## config.mk

```make
export PLATFORM = sky130hd
export DESIGN_NAME = div_unit
export DESIGN_NICKNAME = d
export VERILOG_FILES = /design/src/rtl/div_unit.sv
export SDC_FILE = /design/constraint.sdc
export NUM_CORES = 1
export LEC_CHECK = 0
export ABC_AREA = 1
export CORE_ASPECT_RATIO = 0.7
export CORE_MARGIN = 3
export CORE_UTILIZATION = 41
export DETAILED_ROUTE_END_ITERATION = 12
export HOLD_SLACK_MARGIN = 0.05
export PLACE_DENSITY = 0.69
export SLEW_MARGIN = 20
export SYNTH_ARGS = -nofsm -noshare
export SYNTH_HDL_FRONTEND = slang
export SYNTH_SLANG_ARGS = --single-unit
```

## constraint.sdc

```tcl
create_clock -name clk -period 2.7 [get_ports clk]
set_input_delay 0.27 -clock clk [delete_from_list [all_inputs] [get_ports clk]]
set_output_delay 0.27 -clock clk [all_outputs]
set_load 0.01 [all_outputs]
```

## src/rtl/div_unit.sv

```systemverilog
// Iterative restoring divider for DIV/DIVU: one quotient bit per cycle,
// sign handled by operating on magnitudes and correcting at the end.
module div_unit #(
  parameter int WIDTH = 32
) (
  input  logic             clk,
  input  logic             rst_n,
  input  logic             start,
  input  logic             is_signed,
  input  logic [WIDTH-1:0] A,
  input  logic [WIDTH-1:0] B,
  output logic             busy,
  output logic             done,
  output logic [WIDTH-1:0] quotient,
  output logic [WIDTH-1:0] remainder,
  output logic             div_by_zero
);

  localparam int CW = $clog2(WIDTH);

  typedef enum logic [1:0] {IDLE, RUN, FIN} state_t;

  state_t           state;
  logic [CW-1:0]    cnt;
  logic             sign_q, sign_r, b_zero;
  logic [WIDTH-1:0] a_orig;
  logic [WIDTH-1:0] dvd;   // dividend shifts out MSB-first, quotient bits shift in
  logic [WIDTH-1:0] dvs;
  logic [WIDTH-1:0] rem;

  logic [WIDTH-1:0] abs_a, abs_b;
  logic [WIDTH:0]   sh, diff;
  logic             ge;

  // Magnitude of 0x80000000 wraps to itself, which is exactly what the
  // overflow case needs once read as unsigned.
  assign abs_a = (is_signed && A[WIDTH-1]) ? (~A + 1'b1) : A;
  assign abs_b = (is_signed && B[WIDTH-1]) ? (~B + 1'b1) : B;

  assign sh   = {rem, dvd[WIDTH-1]};
  assign diff = sh - {1'b0, dvs};
  assign ge   = (sh >= {1'b0, dvs});

  always_ff @(posedge clk or negedge rst_n) begin
    if (!rst_n) begin
      state       <= IDLE;
      cnt         <= '0;
      sign_q      <= 1'b0;
      sign_r      <= 1'b0;
      b_zero      <= 1'b0;
      a_orig      <= '0;
      dvd         <= '0;
      dvs         <= '0;
      rem         <= '0;
      busy        <= 1'b0;
      done        <= 1'b0;
      quotient    <= '0;
      remainder   <= '0;
      div_by_zero <= 1'b0;
    end else begin
      done <= 1'b0;
      case (state)
        IDLE: begin
          if (start) begin
            sign_q <= is_signed & (A[WIDTH-1] ^ B[WIDTH-1]);
            sign_r <= is_signed & A[WIDTH-1];
            b_zero <= (B == '0);
            a_orig <= A;
            dvd    <= abs_a;
            dvs    <= abs_b;
            rem    <= '0;
            cnt    <= '0;
            busy   <= 1'b1;
            state  <= RUN;
          end
        end
        RUN: begin
          rem <= ge ? diff[WIDTH-1:0] : sh[WIDTH-1:0];
          dvd <= {dvd[WIDTH-2:0], ge};
          cnt <= cnt + 1'b1;
          if (cnt == CW'(WIDTH-1)) state <= FIN;
        end
        FIN: begin
          // Divide-by-zero runs the full iteration count so latency stays fixed.
          quotient    <= b_zero ? '1     : (sign_q ? (~dvd + 1'b1) : dvd);
          remainder   <= b_zero ? a_orig : (sign_r ? (~rem + 1'b1) : rem);
          div_by_zero <= b_zero;
          done        <= 1'b1;
          busy        <= 1'b0;
          state       <= IDLE;
        end
        default: state <= IDLE;
      endcase
    end
  end

endmodule

```

==> impl_metrics.toml, run 1 <==
[sta]
period_needed_ps = 2570
tightest_slew_ps = 787
period_share_pct = 95.3
setup_viol = 0
clock_skew_ps = 43.1
slew_viol_final = 0
max_freq_mhz = 389
rsz0062_at_grt = "no"
tns_ps = 0
relSlewSlack_pct = 47.5
final_hold_viol_count = 0

[global_routing]
grt_pass1_vias = 13900
grt_max_degree = 101
grt_pass1_wl_mm = 78.4
busiest_layer = "met1"
grt.met3_usage_pct = 6.10
overflow = 0
gr-usage-met1_pct = 41.7
antenna_found_initial = 1
track_usage_pct = 26.2
grt.met2_usage_pct = 35.8

[worst_setup_path]
max_stage_delay_ps = 350
start_kind = "flop"
crit_top_cell = "nand2_1"
crit_fanout = 33
worstPathRequired_ps = 3120
cp_slowest_cell = "dfrtp_1"
cp_cell_sequence = "inv_1 -> ha_1 -> nand2_1 -> inv_1 -> nand2_1 -> nand2_1 -> nand2_1 -> nand3_2 -> nand2_2 -> nand2_2 -> nand2_4 -> nand2_8 -> nand2_4 -> nand2_1 -> nand2_1 -> nand2_1"
criticalPathCategory = "reg2reg"
end_kind = "flop"
cp.arrival_ps = 2990

[power]
switchingPower_uw = 11200
power.internal_uw = 10800
sw_frac_of_total_pct = 51.0
seqPwrFrac_pct = 24.7
power_density_mw_per_mm2 = 1270
pwr-share-clk_pct = 14.7
p_leak_uw = 0.00860
ir_worst_vdd_v = 0.000538
power_frac_comb_pct = 60.6

[final_layout]
multiInputGateArea_sq_mm = 0.00781
seq_area_sq_mm = 0.00513
syn_to_final_growth_pct = 19.1
final.fill_count = 3516
final_layout_size_suffix_gt1_share_pct = 6.32
nets = 2421
final_cell_area_sq_mm = 0.0173
n_antenna_cell = 0

[yosys]
synth_cell_type_count = 53
synth.avg_cell_area_sq_um = 6.65
synthArstFlopShare_pct = 100
syn_inst = 2183
syn_area_sq_mm = 0.0145
synth-edff-count = 0
synth.area.top_cells = "dfrtp_1 (35%), nand2_1 (18%), inv_1 (8.5%)"
synth_top_cell_area_share_pct = 35.4
ys.flop_type = "dfrtp_1"
synth-seq-cells = 205
ys_warn_count = 0
yosysTopAreaCell = "dfrtp_1"
yosysSeqAreaShare_pct = 35.4
syn-num-nets = 2290

[clock_tree]
htree_levels = 1
cts_root_buf = "clkbuf_16"
cts_sinks = 205
cts-buffers-inserted = 24
post-cts-setup-buffers = 0
clk_path_buf_depth = 3
clk_transition_reported_paths_ps = 80
cts_tree = "done"
clkLatencyLatePin_ps = 560

[place]
hpwl_mm = 38.3
place_congestion = 0.985
dpl_cell_area_sq_mm = 0.0165
io_buffer_count = 134

[floorplanning]
die-area_sq_mm = 0.0377
start_util_pct = 42.4
io_pins = 135
die_y_microns = 163
rows = 56
coreArea_sq_mm = 0.0342
chipWidth_microns = 231

[run]
drv_cap = 0

[route]
drc = 0
wirelength_mm = 49.6
wl_per_cell_microns = 17.8
vias = 15000
viasPerCell = 5.37
final_antenna_net_count = 0
dr.pass1.iters = 5
drtIter0Drc = 1559

[worst_hold_path]
worstHoldPathType = "in2async"

[outcome]
run_status = "finished clean"
## worst max-delay path: cells and delay by family (launching register included)
| kind | cells | cell delay (ps) |
|---|---|---|
| adders and majority gates | 1 | 350 |
| and+or+nand+nor | 13 | 1400 |
| buffers and inverters | 2 | 300 |
| DFF | 1 | 350 |
## metrics by stage
step / power (uW) / hold WS, ps / cells / setup WS [ps] / utilization (%)
final: 21900 / 295 / 2791 / 127 / 50.5
after global routing: 24000 / 332 / 2791 / 8.70 / 50.5
after CTS: 21800 / 285 / 2791 / 107 / 50.5
after detailed placement: 18400 / 311 / 2751 / 124 / 48.2
after global placement: 18200 / 310 / 2751 / 129 / 48.2
after floorplan: 14500 / -25.6 / 2183 / 729 / -
## final cells by class
type,instances,area share [%]
clock buffers,32,4.00
clock inverters,7,0.449
inverters,337,7.32
multi-input cells,1570,45.2
flip-flops and latches,205,29.7
well taps,464,3.36
repair buffers,176,10.0
## sequential cells by signal (all words and copies together) (netlist names)
| register | count |
|---|---|
| done | 1 |
| b_zero | 1 |
| state | 2 |
| sign_r | 1 |
| busy | 1 |
| dvd | 32 |
| remainder | 32 |
| cnt | 5 |
| quotient | 32 |
| div_by_zero | 1 |
| dvs | 32 |
| rem | 32 |
| sign_q | 1 |
| a_orig | 32 |
## power groups by stage
stage          clock network, uW  registers (uW)  logic (uW)
3_5_place_dp                   0            5430       13000
3_3_place_gp                   0            5400       12800
4_1_cts                     3290            5390       13100
5_1_grt                     3420            5560       15000
2_1_floorplan                  0            5130        9410
6_report                    3240            5410       13300
## Yosys cell counts, drive strengths merged, types with 2 or more instances
library cell / count
nor3: 29
nand3b: 5
xnor2: 18
xor2: 46
o31ai: 3
a22o: 2
nand2: 690
ha: 38
o21bai: 6
a21oi: 47
nor2: 206
and2: 3
o211ai: 16
o22ai: 14
nand4: 27
or2: 10
o221ai: 5
a31oi: 22
o21ai: 121
dfrtp: 205
inv: 336
nand3: 217
buf: 35
o311ai: 3
clkbuf: 36
nor4: 4
a22oi: 30
o21a: 2
## logic make-up (layout without fill, tap and decap cells)
group,count (synthesis),in the layout,synth area share (%)
flops,205,205,35.4
simple gates,1192,1192,35.1
fa+ha+maj,39,39,3.42
compound gates,275,275,11.3
buf+inv,408,552,11.0
xor+xnor,64,64,3.86
## routing by layer
layer,share of wire (%),vias up
li1,-,7230
met4,1.8,2
met5,0.018,-
met2,38,678
met3,10,67
met1,49,7015
## worst paths after layout
| path | endpoint | cells past startpoint | start | slack (ps) |
|---|---|---|---|---|
| hold reg to reg | dvs[4] | 2 | dvs[4] | 490 |
| setup reg to reg | rem[28] | 16 | dvs[3] | 130 |
| setup / recovery | rem[28] | 16 | dvs[3] | 130 |
| hold / removal | rem[10] | 2 | rst_n | 290 |
| max in group asynchronous | quotient[30] | 3 | rst_n | 1470 |
| min in group clk | dvs[0] | 3 | B[0] | 370 |
## cells in the final DEF (no fill, tap or decap), types with 35 or more instances in the layout
cell and count:
nand2_1 676, inv_1 326, nand3_1 211, dfrtp_1 205, nor2_1 182, clkdlybuf4s50_1 133, o21ai_0 118, xor2_1 46
a21oi_1 45, ha_1 38, buf_4 35
## repair_timing
action,in CTS,in global routing
hold buffers,1,0
endpoints found under the setup margin,0,10
endpoints found under the hold margin,62,0
gates resized for setup,0,3
Note: power is estimated with default switching activity, not from simulation.
==> inputs of run 2 (changes only) <==
Settings changed: CTS_BUF_LIST from default to sky130_fd_sc_hd__clkbuf_4 sky130_fd_sc_hd__clkbuf_8 sky130_fd_sc_hd__clkbuf_16.
==> run 2 against run 1 <==
Final cell count hardly changed. Design area hardly changed. Total power is 0.22% higher. Global-route usage hardly changed. Sequential cell count stayed put. Core utilization hardly changed. Die area stayed put. Sequential power hardly changed. Worst setup slack better by 0.65 ps. Largest power group unchanged.
==> impl_metrics.toml, run 2 (synthesized netlist as in run 1, its figures left out) <==
[sta]
tightest_slew_ps = 798
relSlewSlack_pct = 46.7
tns_ps = 0
fin_ws_ps = 128
slew_viol_final = 0
rsz0062_at_grt = "no"
clock_skew_ps = 43.6
max_freq_mhz = 389
final_hold_viol_count = 0
setup_viol = 0
period_share_pct = 95.3
period_needed_ps = 2570

[route]
final_antenna_net_count = 0
viasPerCell = 5.37
drc = 0
dr.pass1.iters = 6
wl_per_cell_microns = 17.8
vias = 15000
wirelength_mm = 49.7
drtIter0Drc = 1547

[floorplanning]
die-area_sq_mm = 0.0377
chipWidth_microns = 231
die_y_microns = 163
start_util_pct = 42.4
coreArea_sq_mm = 0.0342
rows = 56
io_pins = 135

[worst_setup_path]
reg2reg_depth = 16
max_stage_delay_ps = 350
cp_slowest_cell = "dfrtp_1"
criticalPathCategory = "reg2reg"
end_kind = "flop"
start_kind = "flop"
cp.arrival_ps = 2990
cp_cell_sequence = "inv_1 -> ha_1 -> nand2_1 -> inv_1 -> nand2_1 -> nand2_1 -> nand2_1 -> nand3_2 -> nand2_2 -> nand2_2 -> nand2_4 -> nand2_8 -> nand2_4 -> nand2_1 -> nand2_1 -> nand2_1"
crit_top_cell = "nand2_1"
crit_fanout = 33
worstPathRequired_ps = 3120

[power]
ir_worst_vdd_v = 0.000541
power_density_mw_per_mm2 = 1270
p_leak_uw = 0.00860

[worst_hold_path]
worstHoldPathType = "in2async"

[place]
io_buffer_count = 134
placed_cells = 2751
dpl_cell_area_sq_mm = 0.0165
hpwl_mm = 38.3
place_ws_ps = 124
place_congestion = 0.985

[final_layout]
final_cells = 2792
final.fill_count = 3513
layout_commonest_cell = "nand2_1"
final_cell_area_sq_mm = 0.0173
nets = 2421
final_cell_mix = "nand2_1 (676), inv_1 (326), nand3_1 (211), dfrtp_1 (205), nor2_1 (182)"
final_layout_size_suffix_gt1_share_pct = 6.40
syn_to_final_growth_pct = 19.2

[global_routing]
grt_pass1_vias = 13900
antenna_found_initial = 1
grt_pass1_wl_mm = 78.4
track_usage_pct = 26.3
grt_max_degree = 101
overflow = 0

[clock_tree]
clkLatencyLatePin_ps = 560
htree_levels = 1
clk_path_buf_depth = 3
cts_root_buf = "clkbuf_16"
cts_sinks = 205
cts_tree = "done"
cts-buffers-inserted = 24
clk_transition_reported_paths_ps = 80

[outcome]
run_status = "finished clean"

[run]
drv_cap = 0
==> run 2: cell count changes in the layout (fill, tap and decap cells not counted) <==
cell      before  now
clkbuf_4       0    2
clkbuf_1       2    0
diode_2        0    1
==> run 2: what timing repair did <==
item,in CTS,in global routing
endpoints found under the hold margin,62,0
resized for setup,0,3
buffers inserted,0,0
hold buffers,1,0
setup endpoints to repair,0,10
==> run 2: stage by stage <==
| step | total power (uW) | util [%] | hold slack (ps) |
|---|---|---|---|
| after floorplan | 14500 | - | -25.6 |
| after global placement | 18200 | 48.2 | 310 |
| after detailed placement | 18400 | 48.2 | 311 |
| after CTS | 21800 | 50.5 | 283 |
| after global routing | 24000 | 50.6 | 331 |
| final | 22000 | 50.6 | 294 |
==> run 2: path summary, 6_finish.rpt <==
check / from / end / slack [ps]
max: dvs[3] / rem[28] / 130
min: rst_n / rem[10] / 290
max reg2reg: dvs[3] / rem[28] / 130
min reg2reg: dvs[5] / dvs[5] / 490
max in group asynchronous: rst_n / quotient[30] / 1470
min in group clk: B[0] / dvs[0] / 370
==> run 2: report_power, final <==
part           leakage [uW]  total (uW)  internal, uW  switching [uW]
logic               0.00581       13300          4580            8720
clock network      0.000385        3270          1900            1370
registers           0.00241        5420          4300            1120
==> run 2: cell type report <==
cell class	instances	area, sq um	share of cell area, %
antenna	1	2.50	0.0145
multi-input combinational	1570	7810	45.2
clock inverter	7	77.6	0.449
tap	464	581	3.36
inverter	337	1260	7.31
timing repair buffer	176	1730	10.0
clock buffer	32	698	4.04
sequential	205	5130	29.7
==> run 2: routing by layer <==
layer / vias to the layer above / track usage, % / wire (microns)
met5: - / 0 / 9
met4: 2 / 4.84 / 947
met3: 68 / 6.10 / 5170
met2: 687 / 35.8 / 19000
met1: 6997 / 41.8 / 24600
li1: 7230 / - / -
==> run 2: critical path: cells and delay by family, from the launching register on <==
kind / cells / cell delay [ps]
buffers and inverters: 2 / 300
and+or+nand+nor: 13 / 1400
DFF: 1 / 350
adders and majority gates: 1 / 350
==> inputs of run 3 (changes only) <==
Settings changed: ABC_AREA 1 to 0, PLACE_DENSITY 0.69 to 0.7, SLEW_MARGIN 20 to 0.
==> run 3 against run 2 <==
The flow now finishes with violations (negative setup slack). Clock-buffer cell count up 1. Sequential share of layout area down 0.97 points. Clock power up 3%. Core utilization up 10 points. Final cell count down 20%. Largest power group unchanged. Highest routed layer is now met4.
==> impl_metrics.toml, run 3 <==
[final_layout]
syn_to_final_growth_pct = 43.7
n_antenna_cell = 0
final_cell_area_sq_mm = 0.0179
final.fill_count = 2476
fin_util_pct = 60.9
final_layout_size_suffix_gt1_share_pct = 24.4
nets = 1925
layout_commonest_cell = "nand2_1"
final_cell_mix = "nand2_1 (224), buf_4 (218), dfrtp_1 (200), o21ai_0 (134), clkdlybuf4s50_1 (133)"

[floorplanning]
die-area_sq_mm = 0.0325
rows = 52
start_util_pct = 42.4
io_pins = 135
chipWidth_microns = 214
coreArea_sq_mm = 0.0294
die_y_microns = 152

[yosys]
ys.flop_type = "dfrtp_1"
synth.avg_cell_area_sq_um = 8.35
synth_cell_type_count = 59
synthMostInstantiatedCell = "nand2_1"
synth.area.top_cells = "dfrtp_1 (41%), o21ai_0 (7.3%), nand2_1 (7.0%)"
yosysTopAreaCell = "dfrtp_1"
syn_area_sq_mm = 0.0125
synth_common_cells = "nand2_1 (231), dfrtp_1 (205), o21ai_0 (182), a21oi_1 (130), nor2_1 (117)"
syn-num-nets = 1598
synthArstFlopShare_pct = 100
synth-edff-count = 0
syn_inst = 1491
synth-seq-cells = 205
ys_warn_count = 0
yosysSeqAreaShare_pct = 41.2
synth_top_cell_area_share_pct = 41.2

[clock_tree]
clk_transition_reported_paths_ps = 60
cts_tree = "done"
cts_root_buf = "clkbuf_16"
clkLatencyLatePin_ps = 520
clk_path_buf_depth = 3
cts-buffers-inserted = 23
htree_levels = 1
cts_sinks = 205

[sta]
setup_viol = 48
final_hold_viol_count = 0
fin_ws_ps = -505
slew_viol_final = 0
period_share_pct = 119
period_needed_ps = 3200
rsz0062_at_grt = "yes"
relSlewSlack_pct = 32.4
tightest_slew_ps = 1010
max_freq_mhz = 312
tns_ps = -6420
clock_skew_ps = 9.51

[worst_setup_path]
cp_cell_sequence = "or4_4 -> or3_4 -> or3_4 -> or4_4 -> or4_4 -> o41ai_4 -> xor2_1 -> o21ai_1"
crit_top_cell = "or4_4"
cp_slowest_cell = "or4_4"
start_kind = "flop"
max_stage_delay_ps = 550
criticalPathCategory = "reg2reg"
cp.arrival_ps = 3610
end_kind = "flop"
worstPathRequired_ps = 3100
crit_fanout = 3

[place]
dpl_cell_area_sq_mm = 0.0157
io_buffer_count = 134
place_ws_ps = -515
place_congestion = 0.935
hpwl_mm = 28.5

[global_routing]
grt_max_degree = 87
overflow = 0
antenna_found_initial = 0
track_usage_pct = 23.4
grt_pass1_vias = 12000
grt_pass1_wl_mm = 63.4

[power]
p_total_uw = 25000
ir_worst_vdd_v = 0.000566
power_density_mw_per_mm2 = 1400
p_leak_uw = 0.00774

[route]
viasPerCell = 5.53
final_antenna_net_count = 0
wl_met2_mm = 18.0
wl_met3_mm = 2.25
wirelength_mm = 40.3
dr.pass1.iters = 5
wl_met1_mm = 19.4
drc = 0
drtIter0Drc = 1028
dr.max_layer_used = "met4"
vias = 12400
wl_per_cell_microns = 18.0

[outcome]
run_status = "finished with violations"
violations = "negative setup slack"

[worst_hold_path]
worstHoldPathType = "in2async"

[run]
drv_cap = 0
-- run 3: cell count changes after synthesis, moves of 40 or more --
cell,change
xor2_1,+43
o21ai_0,+64
a21oi_1,+85
inv_1,-270
nor2_1,-66
clkbuf_1,+40
nand3_1,-185
nand2_1,-446
-- run 3: stage by stage --
step           hold WS [ps]  std cells
6_report                279       2239
3_5_place_dp            276       2162
5_1_grt                 325       2239
3_3_place_gp            275       2162
2_1_floorplan         -25.6       1491
4_1_cts                 284       2222
-- run 3: worst max-delay path: cells and delay by family, from the launching register on --
family | cells | cell delay, ps
xor+xnor | 1 | 190
simple gates | 5 | 2210
compound gates | 2 | 300
flops | 1 | 390
-- run 3: path summary, 6_finish.rpt --
path	start	end	slack, ps	cells after the start
setup / recovery	rem[14]	remainder[29]	-500	8
hold / removal	rst_n	a_orig[24]	280	2
setup reg to reg	rem[14]	remainder[29]	-500	8
hold reg to reg	a_orig[30]	a_orig[30]	470	2
max in group asynchronous	rst_n	rem[7]	1530	3
min in group clk	A[29]	a_orig[29]	390	3
-- run 3: kinds of logic (layout without fill, tap and decap cells) --
| family | Yosys count | count (layout) | synth area share [%] |
|---|---|---|---|
| flops | 205 | 205 | 41.2 |
| xor+xnor | 145 | 145 | 10.2 |
| compound gates | 453 | 453 | 21.4 |
| fa+ha+maj | 39 | 39 | 3.98 |
| simple gates | 496 | 496 | 17.9 |
| mux | 14 | 14 | 1.13 |
| buf+inv | 139 | 482 | 4.20 |
-- run 3: metal layers --
metal | vias to the layer above | GRT usage [%]
met3 | 60 | 3.83
met2 | 380 | 36.0
met5 | - | 0
met1 | 6095 | 35.0
met4 | 0 | 4.65
li1 | 5854 | -
-- run 3: cell type report --
cell class | count | area (sq um) | share of cell area, %
timing repair buffer | 383 | 3460 | 19.3
clock buffer | 33 | 688 | 3.84
multi-input combinational | 1147 | 7770 | 43.4
sequential | 205 | 5140 | 28.7
tap | 405 | 507 | 2.83
inverter | 58 | 218 | 1.22
clock inverter | 8 | 118 | 0.657
-- run 3: repair_timing --
action,CTS,global route
setup endpoints to repair,55,61
pin swaps,44,54
gates resized for setup,118,116
buffers inserted,16,20
gates cloned,3,1
hold buffers,1,0
hold endpoints to repair,55,0
-- run 3: power by group --
group | switching (uW) | leakage [uW] | internal [uW]
registers | 1160 | 0.00245 | 4340
logic | 8220 | 0.00489 | 7930
clock network | 1320 | 0.000403 | 2050
